==> src/rtl/ee354_2048_pkg.sv <==
// Shared types for the 2048 move path: direction codes, move-generator states,
// and the {right, left, down, up} move-vector bit order also used by ee354_2048.
package ee354_2048_pkg;

    typedef enum logic [1:0] {
        DIR_UP    = 2'd0,
        DIR_DOWN  = 2'd1,
        DIR_LEFT  = 2'd2,
        DIR_RIGHT = 2'd3
    } dir_e;

    typedef enum logic [4:0] {
        IDLE     = 5'b00001,
        DEBOUNCE = 5'b00010,
        PENDING  = 5'b00100,
        ISSUE    = 5'b01000,
        RELEASE  = 5'b10000
    } state_e;

    localparam int MV_UP    = 0;
    localparam int MV_DOWN  = 1;
    localparam int MV_LEFT  = 2;
    localparam int MV_RIGHT = 3;

    typedef logic [3:0] move_t;

    // Fixed priority: UP > DOWN > LEFT > RIGHT.
    function automatic dir_e pick_dir(move_t b);
        dir_e d;
        priority case (1'b1)
            b[MV_UP]:   d = DIR_UP;
            b[MV_DOWN]: d = DIR_DOWN;
            b[MV_LEFT]: d = DIR_LEFT;
            default:    d = DIR_RIGHT;
        endcase
        return d;
    endfunction

    function automatic move_t dir_to_move(dir_e d);
        move_t m;
        m = '0;
        m[d] = 1'b1;
        return m;
    endfunction

endpackage

==> src/rtl/ee354_move_cmd_gen_if.sv <==
// Move-command bus between the button front end and the 2048 game FSM.
// master: drives one-hot move pulses, busy, move_count; slave: drives ready, game_over.
interface ee354_move_cmd_gen_if;

    logic        ready;
    logic        game_over;
    logic        up;
    logic        down;
    logic        left;
    logic        right;
    logic        busy;
    logic [15:0] move_count;

    modport master (
        input  ready,
        input  game_over,
        output up,
        output down,
        output left,
        output right,
        output busy,
        output move_count
    );

    modport slave (
        output ready,
        output game_over,
        input  up,
        input  down,
        input  left,
        input  right,
        input  busy,
        input  move_count
    );

endinterface

==> src/rtl/ee354_btn_sync.sv <==
// Single-bit two-flop synchronizer for an asynchronous button level.
// Ports: Clk, Reset (sync, active-low), d (raw async in), q (synced out).
module ee354_btn_sync (
    input  logic Clk,
    input  logic Reset,
    input  logic d,
    output logic q
);

    logic meta;

    always_ff @(posedge Clk) begin
        if (!Reset) begin
            meta <= 1'b0;
            q    <= 1'b0;
        end else begin
            meta <= d;
            q    <= meta;
        end
    end

endmodule

==> src/rtl/ee354_move_cmd_gen.sv <==
// Debounced button front end: one one-hot move pulse per press, only while ready.
// Ports: Clk, Reset (sync, active-low), btn_* raw buttons, mv (move bus master).
module ee354_move_cmd_gen
    import ee354_2048_pkg::*;
#(
    parameter int DEBOUNCE_CYCLES = 4,
    parameter int CNT_W           = 20
) (
    input  logic Clk,
    input  logic Reset,
    input  logic btn_up,
    input  logic btn_down,
    input  logic btn_left,
    input  logic btn_right,
    ee354_move_cmd_gen_if.master mv
);

    localparam logic [CNT_W-1:0] LAST = CNT_W'(DEBOUNCE_CYCLES - 1);

    move_t raw;
    move_t syn;

    assign raw = {btn_right, btn_left, btn_down, btn_up};

    for (genvar i = 0; i < 4; i++) begin : g_sync
        ee354_btn_sync u_sync (
            .Clk   (Clk),
            .Reset (Reset),
            .d     (raw[i]),
            .q     (syn[i])
        );
    end

    state_e           state;
    dir_e             dir;
    logic [CNT_W-1:0] cnt;
    move_t            move_q;
    logic             busy_q;
    logic [15:0]      move_cnt;
    logic             take;

    // game_over beats ready when both are seen in PENDING.
    assign take = (state == PENDING) && !mv.game_over && mv.ready;

    always_ff @(posedge Clk) begin
        if (!Reset) begin
            state    <= IDLE;
            dir      <= DIR_UP;
            cnt      <= '0;
            move_q   <= '0;
            busy_q   <= 1'b0;
            move_cnt <= '0;
        end else begin
            // Pulse is raised on the edge leaving PENDING, so it is
            // visible exactly for the ISSUE cycle.
            move_q   <= take ? dir_to_move(dir) : '0;
            move_cnt <= move_cnt + 16'(take);
            unique case (state)
                IDLE: begin
                    if (|syn) begin
                        dir    <= pick_dir(syn);
                        cnt    <= '0;
                        state  <= DEBOUNCE;
                        busy_q <= 1'b1;
                    end
                end
                DEBOUNCE: begin
                    if (!syn[dir]) begin
                        cnt    <= '0;
                        state  <= IDLE;
                        busy_q <= 1'b0;
                    end else if (cnt == LAST) begin
                        cnt   <= '0;
                        state <= PENDING;
                    end else begin
                        cnt <= cnt + CNT_W'(1);
                    end
                end
                PENDING: begin
                    if (mv.game_over) begin
                        cnt   <= '0;
                        state <= RELEASE;
                    end else if (mv.ready) begin
                        state <= ISSUE;
                    end
                end
                ISSUE: begin
                    cnt   <= '0;
                    state <= RELEASE;
                end
                RELEASE: begin
                    // Every button must be low for the full window;
                    // any press restarts it, so holding never repeats.
                    if (|syn) begin
                        cnt <= '0;
                    end else if (cnt == LAST) begin
                        cnt    <= '0;
                        state  <= IDLE;
                        busy_q <= 1'b0;
                    end else begin
                        cnt <= cnt + CNT_W'(1);
                    end
                end
                default: begin
                    cnt    <= '0;
                    state  <= IDLE;
                    busy_q <= 1'b0;
                end
            endcase
        end
    end

    assign mv.up         = move_q[MV_UP];
    assign mv.down       = move_q[MV_DOWN];
    assign mv.left       = move_q[MV_LEFT];
    assign mv.right      = move_q[MV_RIGHT];
    assign mv.busy       = busy_q;
    assign mv.move_count = move_cnt;

endmodule

==> src/flat_wrapper.sv <==
// flat-port wrapper written by rule: the top's interface ports become plain ports
module ee354_move_cmd_gen_flat import ee354_2048_pkg::*;
#(
    parameter int DEBOUNCE_CYCLES = 4,
    parameter int CNT_W           = 20
)
  (Clk, Reset, btn_up, btn_down, btn_left, btn_right, mv_ready, mv_game_over, mv_up, mv_down, mv_left, mv_right, mv_busy, mv_move_count);
  ee354_move_cmd_gen_if mv_i ();
  input  logic Clk;
  input  logic Reset;
  input  logic btn_up;
  input  logic btn_down;
  input  logic btn_left;
  input  logic btn_right;
  input wire logic [$bits(mv_i.ready)-1:0] mv_ready;
  input wire logic [$bits(mv_i.game_over)-1:0] mv_game_over;
  output wire logic [$bits(mv_i.up)-1:0] mv_up;
  output wire logic [$bits(mv_i.down)-1:0] mv_down;
  output wire logic [$bits(mv_i.left)-1:0] mv_left;
  output wire logic [$bits(mv_i.right)-1:0] mv_right;
  output wire logic [$bits(mv_i.busy)-1:0] mv_busy;
  output wire logic [$bits(mv_i.move_count)-1:0] mv_move_count;
  assign mv_i.ready = mv_ready;
  assign mv_i.game_over = mv_game_over;
  assign mv_up = mv_i.up;
  assign mv_down = mv_i.down;
  assign mv_left = mv_i.left;
  assign mv_right = mv_i.right;
  assign mv_busy = mv_i.busy;
  assign mv_move_count = mv_i.move_count;
  ee354_move_cmd_gen #(.DEBOUNCE_CYCLES(DEBOUNCE_CYCLES), .CNT_W(CNT_W)) u_core (.Clk(Clk), .Reset(Reset), .btn_up(btn_up), .btn_down(btn_down), .btn_left(btn_left), .btn_right(btn_right), .mv(mv_i));
endmodule
==> config.mk <==
export PLATFORM = sky130hd
export DESIGN_NAME = ee354_move_cmd_gen_flat
export DESIGN_NICKNAME = d
export VERILOG_FILES = /design/src/rtl/ee354_2048_pkg.sv /design/src/rtl/ee354_move_cmd_gen_if.sv /design/src/rtl/ee354_btn_sync.sv /design/src/rtl/ee354_move_cmd_gen.sv /design/src/flat_wrapper.sv
export SDC_FILE = /design/constraint.sdc
export NUM_CORES = 1
export LEC_CHECK = 0
export BUFFER_PORTS_ARGS = -buffer_cell sky130_fd_sc_hd__buf_2
export CORE_MARGIN = 5
export CORE_UTILIZATION = 38
export CTS_CLUSTER_DIAMETER = 100
export DETAILED_ROUTE_END_ITERATION = 8
export HOLD_SLACK_MARGIN = 0.03
export PLACE_DENSITY = 0.66
export SLEW_MARGIN = 5
export SYNTH_ARGS = -nofsm -noshare
export SYNTH_HDL_FRONTEND = slang
export SYNTH_SLANG_ARGS = --single-unit
==> constraint.sdc <==
create_clock -name Clk -period 5.65 [get_ports Clk]
set_clock_uncertainty 0.15 [all_clocks]
set_input_delay 1.13 -clock Clk [delete_from_list [all_inputs] [get_ports Clk]]
set_output_delay 1.13 -clock Clk [all_outputs]
set_load 0.005 [all_outputs]
# Word level (Yosys, flattened, before mapping)

Cells that the tools add are included.

Register bits: 56
Word-level logic and storage cells: 69
Input port bits: 8

Equality and inequality tests: 13
$lt $le $gt $ge: 2
Bitwise operators: 1
Muxes and demuxes: 26
Reduce and logical (&&, ||, !) cells: 11
$add $sub $neg: 2

Operator list:

| operator              | count |
|---|---|
| $mux 20               | 5 |
| $pmux 20 s4           | 1 |
| $mux 5                | 7 |
| $pmux 5 s5            | 1 |
| $add 20x1->20 const B | 1 |
| $eq 20x2->1 const B   | 1 |
| $add 16x1->16         | 1 |
| $reduce_and 5->1      | 2 |
| $mux 1                | 7 |
| $ne 2x2->1 const B    | 3 |
| $ne 3x3->1 const B    | 2 |
| $reduce_and 2->1      | 3 |
| $eq 5x1->1 const B    | 1 |
| $eq 5x2->1 const B    | 1 |
| $eq 5x3->1 const B    | 1 |
| $eq 5x4->1 const B    | 1 |
| $eq 5x5->1 const B    | 1 |
| $mux 2                | 2 |
| $ne 2x1->1 const B    | 2 |
| $pmux 1 s4            | 1 |
| $reduce_or 4->1       | 1 |
| $logic_and 1x1->1     | 3 |
| $lt 2x3->1 const B    | 1 |
| $bmux 1 s2            | 1 |
| 5 further kinds       | 5 |

# Depth between registers and ports, before layout

Gate-level depths: netlist of the first run.

Word-level depth: 4
Depth in mapped cells: 10
Depth with buffers taken out: 9

# Hierarchy

A second synthesis of the first run with hierarchy kept.

Cells, all modules: 280
Area total of the unflattened synthesis: 2,521.2 µm²

By module, submodules not included:

| module             | cells each | area each (µm²) | times used |
|---|---|---|---|
| ee354_move_cmd_gen | 264        | 2,311.0         | 1 |
| ee354_btn_sync     | 4          | 52.6            | 4 |

# Least setup slack after synthesis of the first run

Ideal clock, no wire load.

Path kind: input-to-reg
From: in mv_game_over
To: reg u_core.move_cnt[10], in the netlist u_core.mv.move_count[10]
Path buffers: 0
Arrival: 2.701 ns
Setup time: 0.128 ns
Slack: 2.672 ns
Stages: 9
Data required time: 5.372 ns
Cells stage by stage: nor4_1 > and3_1 > ha_1 > ha_1 > inv_1 > or3_1 > nor2_1 > xnor2_1 > nor2_1

Word-level cells in the longest chain between the ends: 4

Ends and longest elaborated chain:

| element                        | line                     | RTL |
|---|---|---|
| from (decl)                    | flat_wrapper.sv:16       | `input wire logic [$bits(mv_i.game_over)-1:0] mv_game_over;` |
| $logic_not 1->1                | ee354_move_cmd_gen.sv:43 | `assign take = (state == PENDING) && !mv.game_over && mv.ready;` |
| $logic_and 1x1->1 (2 in a row) | ee354_move_cmd_gen.sv:43 |  |
| $add 16x1->16                  | ee354_move_cmd_gen.sv:57 | `move_cnt <= move_cnt + 16'(take);` |
| to (signal assigned)           | ee354_move_cmd_gen.sv:57 |  |
| to (decl)                      | ee354_move_cmd_gen.sv:39 | `logic [15:0] move_cnt;` |

No other way between the ends.
A chain may end at the register's enable or synchronous reset.

==> metrics.csv, run 1 <==
metric;value;unit
cts_tree;yes;
finalHoldViolCount;0;
rsz0062_at_grt;no;
wl;5330;um
netSwitchingFraction;24.1;%
yosysSeqAreaShare;42.6;%
clk_pin_slew;0.10;ns
ant_nets;0;
post_cts_resized;0;
grt.overflow.total;0;
ys_ff_latch;56;
numPortBuffers;28;
synth_area_leaders;dfxtp_1, nor2_1, nand3_1;
clk_latency;0.31;ns
max_freq;0.336;GHz
leakagePower;1.14;nW
syn_nets;310;
h-tree-depth;2;
period_share;52.6;%
die_height;93.2;um
die_w;93.2;um
crit_type;in -> reg;
cts.sinks;56;
drc;0;
yosysUniqueCellTypes;46;
pwr-share-clk;36.4;%
dieArea;0.00869;mm^2
drv_cap;0;
syn-instance-count;298;
syn_area;0.00263;mm^2
first_iter_violations;134;
fin_tns_setup;0;ns
worst_slew_pin_slew;0.956;ns
period_needed;2.97;ns
place_congestion;0.863;
grt_util_all_layers;12.9;%
yosys_warnings;0;
start_util;39.0;%
slew_headroom;36.3;%
setup_viol;0;
cts_made_buffers;5;
grt_max_degree;28;
cp_max_fo;27;
crit_path_end_kind;flop;
combPwrFrac;7.5;%
wire_per_inst;13.2;um
yosysTopAreaCellShare;42.6;%
num_antenna_cells;0;
p_seq_share;56.1;%
io_pins;29;
preCtsSetupSlack;2.33;ns
holdBufCountCts;0;
synth_enable_flop_cells;0;
cts_root_buf;clkbuf_8;
critPathLaunch;Reset;
grt_pass1_vias;2062;
antenna_found_initial;0;
fin_ws;2.68;ns
async_flop_share;0;%
p_int;0.000559;W
cp.required;5.76;ns
syn_to_final_growth;11.3;%
r2r_start;u_core.state[0];
ir_worst_vdd;105;uV
slew_violations;0;
outcome;finished, final reports clean;
clk_path_buf_depth;2;
worstHoldPathType;reg -> reg;
rows;30;
synthFlopType;dfxtp_1;
yosys.area.top_type;dfxtp_1;
power.density;251;mW/mm^2
dpl.hpwl;3810;um
drt_first_pass_iters;4;
switchingPower;0.000178;W
crit_arrival;3.09;ns
nets;334;
startpoint_type;primary input;
syn_avg_cell_area;8.83;um^2
min-delay-start;u_core.g_sync[2].u_sync.meta;
vias_per_cell;5.48;
final_layout_size_suffix_gt1_share;13.9;%
core_area;0.00676;mm^2
vias;2209;
grt_pass1_wl;9210;um
postCtsSetupRepairBufs;0;
## synth_stat cells, types with 2 or more instances
master     instances
a2111oi_0          2
a21o_1             4
a21oi_1           15
a22o_1             6
a22oi_1            2
a31oi_1           10
and2_1            12
and3_1             8
and4_1             3
buf_2              2
buf_6              2
clkbuf_1           7
dfxtp_1           56
ha_1               4
inv_1              6
mux2i_1            2
nand2_1           25
nand2b_1           6
nand3_1           25
nand3b_1           3
nand4_1            4
nor2_1            34
nor2b_1            2
nor3_1             8
nor3b_1            3
nor4_1             8
nor4_4             2
o21ai_1            4
or3_1              2
xnor2_1            6
xor2_1            10
## power by group through the flow
stage | clock network (W) | logic (W) | registers, W
floorplan | 0 | 0.0000475 | 0.000416
global placement | 0 | 0.0000545 | 0.000422
detailed placement | 0 | 0.0000552 | 0.000422
CTS | 0.000275 | 0.0000556 | 0.000413
global route | 0.000288 | 0.0000623 | 0.000415
finish | 0.000268 | 0.0000554 | 0.000413
## state kept, by name (all words and copies together) (netlist names)
register,count
u_core.cnt,20
u_core.mv.move_count,16
u_core.state,5
u_core.g_sync.u_sync.meta,4
u_core.g_sync.u_sync.q,4
u_core.move_q,4
u_core.dir,2
u_core.mv.busy,1
## worst max-delay path, cell delays in order
cell,delay [ns]
buf_2,0.26
inv_1,0.44
a221oi_4,0.87
and3_1,0.28
a221o_1,0.10
## logic make-up after synthesis
group	share of synthesized area [%]
buffers and inverters	3.09
adders and majority gates	1.90
muxes	1.62
DFF	42.6
xor gates and xnor gates	5.32
AOI/OAI and AO/OA	14.3
and+or+nand+nor	31.2
## layer usage
metal / vias to the layer above / global-route usage, % / wire (um) / part of all wire [%]
met5: - / 0 / 0 / 0
met3: 6 / 2.82 / 237 / 4.4
met2: 48 / 21.5 / 2420 / 45
met4: 0 / 4.76 / 95 / 1.8
met1: 1026 / 16.4 / 2580 / 48
li1: 1129 / - / - / -
## area by class of cell
cell class	instances	area, um^2
repair buffers	28	140
clock buffers	5	68.8
inverters	6	22.5
clock inverters	3	47.5
multi-input cells	225	1430
flip-flops and latches	56	1120
well taps	80	100
fillers	666	3830
## worst paths after layout
| check | end | slack [ns] | cells past startpoint |
|---|---|---|---|
| worst max-delay path | u_core.cnt[7] | 2.68 | 5 |
| worst min-delay path | u_core.g_sync[2].u_sync.q | 0.29 | 1 |
| worst max register to register | u_core.mv.move_count[13] | 3.04 | 8 |
| worst min register to register | u_core.g_sync[2].u_sync.q | 0.29 | 1 |
## per-stage QoR
stage	hold slack [ns]	util (%)	area (um^2)	cells	total power (W)
after floorplan	0.262	-	2630	298	0.000463
after global placement	0.266	41.6	2810	395	0.000476
after detailed placement	0.268	41.6	2810	395	0.000478
after CTS	0.294	43.4	2930	403	0.000744
after global routing	0.316	43.4	2930	403	0.000766
final	0.292	43.4	2930	403	0.000736
## placed cells by master (no fill, tap or decap), types with 2 or more instances in the layout
cell type and count:
a2111oi_0 2, and4_1 3, o21ai_1 4, nand2_1 25
buf_2 28, nand3_1 25, xor2_1 10, a22oi_1 2
nor4_1 8, and2_1 12, nand4_1 4, dfxtp_1 56
nand2b_1 6, a21o_1 4, nor3_1 8, inv_1 6
mux2i_1 2, nor2b_1 2, and3_1 8, nor3b_1 3
a22o_1 6, or3_1 2, nor2_1 34, a21oi_1 15
clkbuf_8 5, nor4_4 2, a31oi_1 10, nand3b_1 3
clkinv_4 2, ha_1 4, xnor2_1 6
(Power assumes the default switching activity.)
==> run 2: changes to the inputs <==
clock period = 2.75 ns   (was 5.65 ns; I/O delays follow)
==> run 2 against run 1 <==
Effect of this change: via count grew 1.9%; die area stayed put; largest power group unchanged; critical path type is now reg -> reg; largest cell class unchanged; first-iteration DRC count increased by 10%.
==> metrics.csv, run 2 (same netlist as run 1, synthesis figures left out) <==
metric;value;unit;change
cp.required;2.80;ns;was 5.76 ns
h-tree-depth;2;;unchanged
final_layout_size_suffix_gt1_share;16.5;%;was 13.9%
antenna_found_initial;0;;unchanged
num-fill-cells;672;;was 666
slew_violations;0;;unchanged
layout_common_cells;dfxtp_1, nor2_1, buf_2;;unchanged
ir_worst_vdd;262;uV;was 105 uV
rsz0062_at_grt;no;;unchanged
setup_viol;0;;unchanged
seqCellArea;0.00112;mm^2;unchanged
cts_root_buf;clkbuf_8;;unchanged
grt_max_degree;28;;unchanged
routed-wl-met2;2470;um;was 2420 um
top_layer_used;met4;;unchanged
wire_per_inst;13.0;um;was 13.2 um
dpl.hpwl;3880;um;was 3810 um
max_freq;0.421;GHz;
regMostFlops;u_core.cnt;;unchanged
num_antenna_cells;0;;unchanged
final_common_cell;dfxtp_1;;unchanged
clk_pin_slew;0.09;ns;was 0.10 ns
fin_tns_setup;0;ns;unchanged
worstHoldPathType;reg -> reg;;unchanged
fin_util;44.5;%;was 43.4%
wl;5370;um;was 5330 um
drc;0;;unchanged
clk_latency;0.31;ns;about the same
cts_tree;yes;;unchanged
placed_cells;406;;was 395
clk_path_buf_depth;2;;unchanged
critPathLaunch;u_core.state[1];;was Reset
startpoint_type;flop;;was primary input
die_height;93.2;um;unchanged
pwr-share-clk;35.3;%;was 36.4%
crit_type;reg -> reg;;was in -> reg
period_share;86.3;%;
start_util;39.0;%;unchanged
finalNonFillerCells;414;;was 403
wl_met3;336;um;was 237 um
numPortBuffers;28;;unchanged
wl_met1;2510;um;was 2580 um
power.density;500;mW/mm^2;was 251 mW/mm^2
drv_cap;0;;unchanged
dieArea;0.00869;mm^2;unchanged
cp_max_fo;9;;was 27
io_pins;29;;unchanged
outcome;finished, final reports clean;;unchanged
worst_slew_pin_slew;0.564;ns;was 0.956 ns
holdBufCountCts;0;;unchanged
drt_first_pass_iters;4;;unchanged
syn_to_final_growth;14.1;%;was 11.3%
vias_per_cell;5.43;;was 5.48
reg2reg_depth;9;;was 8
vias;2250;;was 2209
grt_pass1_wl;9320;um;was 9210 um
ant_nets;0;;unchanged
grt_pass1_vias;2071;;was 2062
largest_reg_flops;20;;unchanged
cts.sinks;56;;unchanged
rows;30;;unchanged
post_cts_resized;0;;unchanged
leakagePower;1.20;nW;was 1.14 nW
grt_util_all_layers;13.1;%;was 12.9%
p_int;0.00115;W;was 0.000559 W
postCtsSetupRepairBufs;0;;unchanged
core_area;0.00676;mm^2;unchanged
crit_arrival;2.42;ns;was 3.09 ns
p_seq_share;56.1;%;about the same
combPwrFrac;8.5;%;was 7.5%
slew_headroom;62.1;%;was 36.3%
netSwitchingFraction;23.3;%;was 24.1%
finalHoldViolCount;0;;unchanged
grt.overflow.total;0;;unchanged
first_iter_violations;148;;was 134
period_needed;2.37;ns;
total_power;0.00150;W;was 0.000736 W
switchingPower;0.000349;W;was 0.000178 W
nets;345;;was 334
multiInputGateArea;0.00143;mm^2;unchanged
preCtsSetupSlack;0.249;ns;was 2.33 ns
crit_path_end_kind;flop;;unchanged
rr_endpoint;u_core.mv.move_count[10];;was u_core.mv.move_count[13]
place_congestion;0.871;;was 0.863
crit_path_end;u_core.mv.move_count[10];;was u_core.cnt[7]
fin_ws;0.377;ns;was 2.68 ns
r2r_start;u_core.state[1];;was u_core.state[0]
die_w;93.2;um;unchanged
r2r_slack;0.38;ns;was 3.04 ns
cts_made_buffers;5;;unchanged
-- run 2: worst min path at each step --
stage / start / to / slack (ns) / cells after the start
floorplan: u_core.g_sync[0].u_sync.meta / u_core.g_sync[0].u_sync.q / 0.26 / 1
global placement: u_core.g_sync[1].u_sync.meta / u_core.g_sync[1].u_sync.q / 0.26 / 1
detailed placement: u_core.g_sync[2].u_sync.meta / u_core.g_sync[2].u_sync.q / 0.27 / 1
CTS: btn_left / u_core.g_sync[2].u_sync.meta / 0.28 / 2
global route: btn_left / u_core.g_sync[2].u_sync.meta / 0.28 / 2
finish: u_core.g_sync[2].u_sync.meta / u_core.g_sync[2].u_sync.q / 0.29 / 1
-- run 2: worst max-delay path, cell delays in order, from the launching register on --
cell	delay, ns
dfxtp_1	0.42
nor4_1	0.38
and3_1	0.23
ha_1	0.17
ha_1	0.16
inv_1	0.05
or3_1	0.39
nor2_1	0.14
xnor2_1	0.12
nor2_1	0.05
-- run 2: per-stage QoR --
step	instance area [um^2]	hold WS, ns
global placement	2900	0.264
global route	3000	0.281
detailed placement	2900	0.269
CTS	3000	0.284
finish	3000	0.289
floorplan	2630	0.262
-- run 2: area by class of cell --
cell class	instances	share of cell area, %
Sequential cell	56	37.3
Inverter	6	0.750
Tap cell	80	3.33
Timing Repair Buffer	39	7.41
Multi-Input combinational cell	225	47.6
Clock buffer	6	2.42
Clock inverter	2	1.17
-- run 2: power by group through the flow --
stage          Clock (W)  Sequential [W]  Combinational [W]
2_1_floorplan          0        0.000855          0.0000976
3_3_place_gp           0        0.000862           0.000129
3_5_place_dp           0        0.000863           0.000129
4_1_cts         0.000547        0.000844           0.000130
5_1_grt         0.000581        0.000847           0.000145
6_report        0.000530        0.000843           0.000128
-- run 2: metal layers --
| metal | vias to the layer above | global-route usage [%] |
|---|---|---|
| met5 | - | 0 |
| met3 | 4 | 2.98 |
| met4 | 0 | 4.76 |
| li1 | 1143 | - |
| met2 | 57 | 21.5 |
| met1 | 1046 | 16.6 |
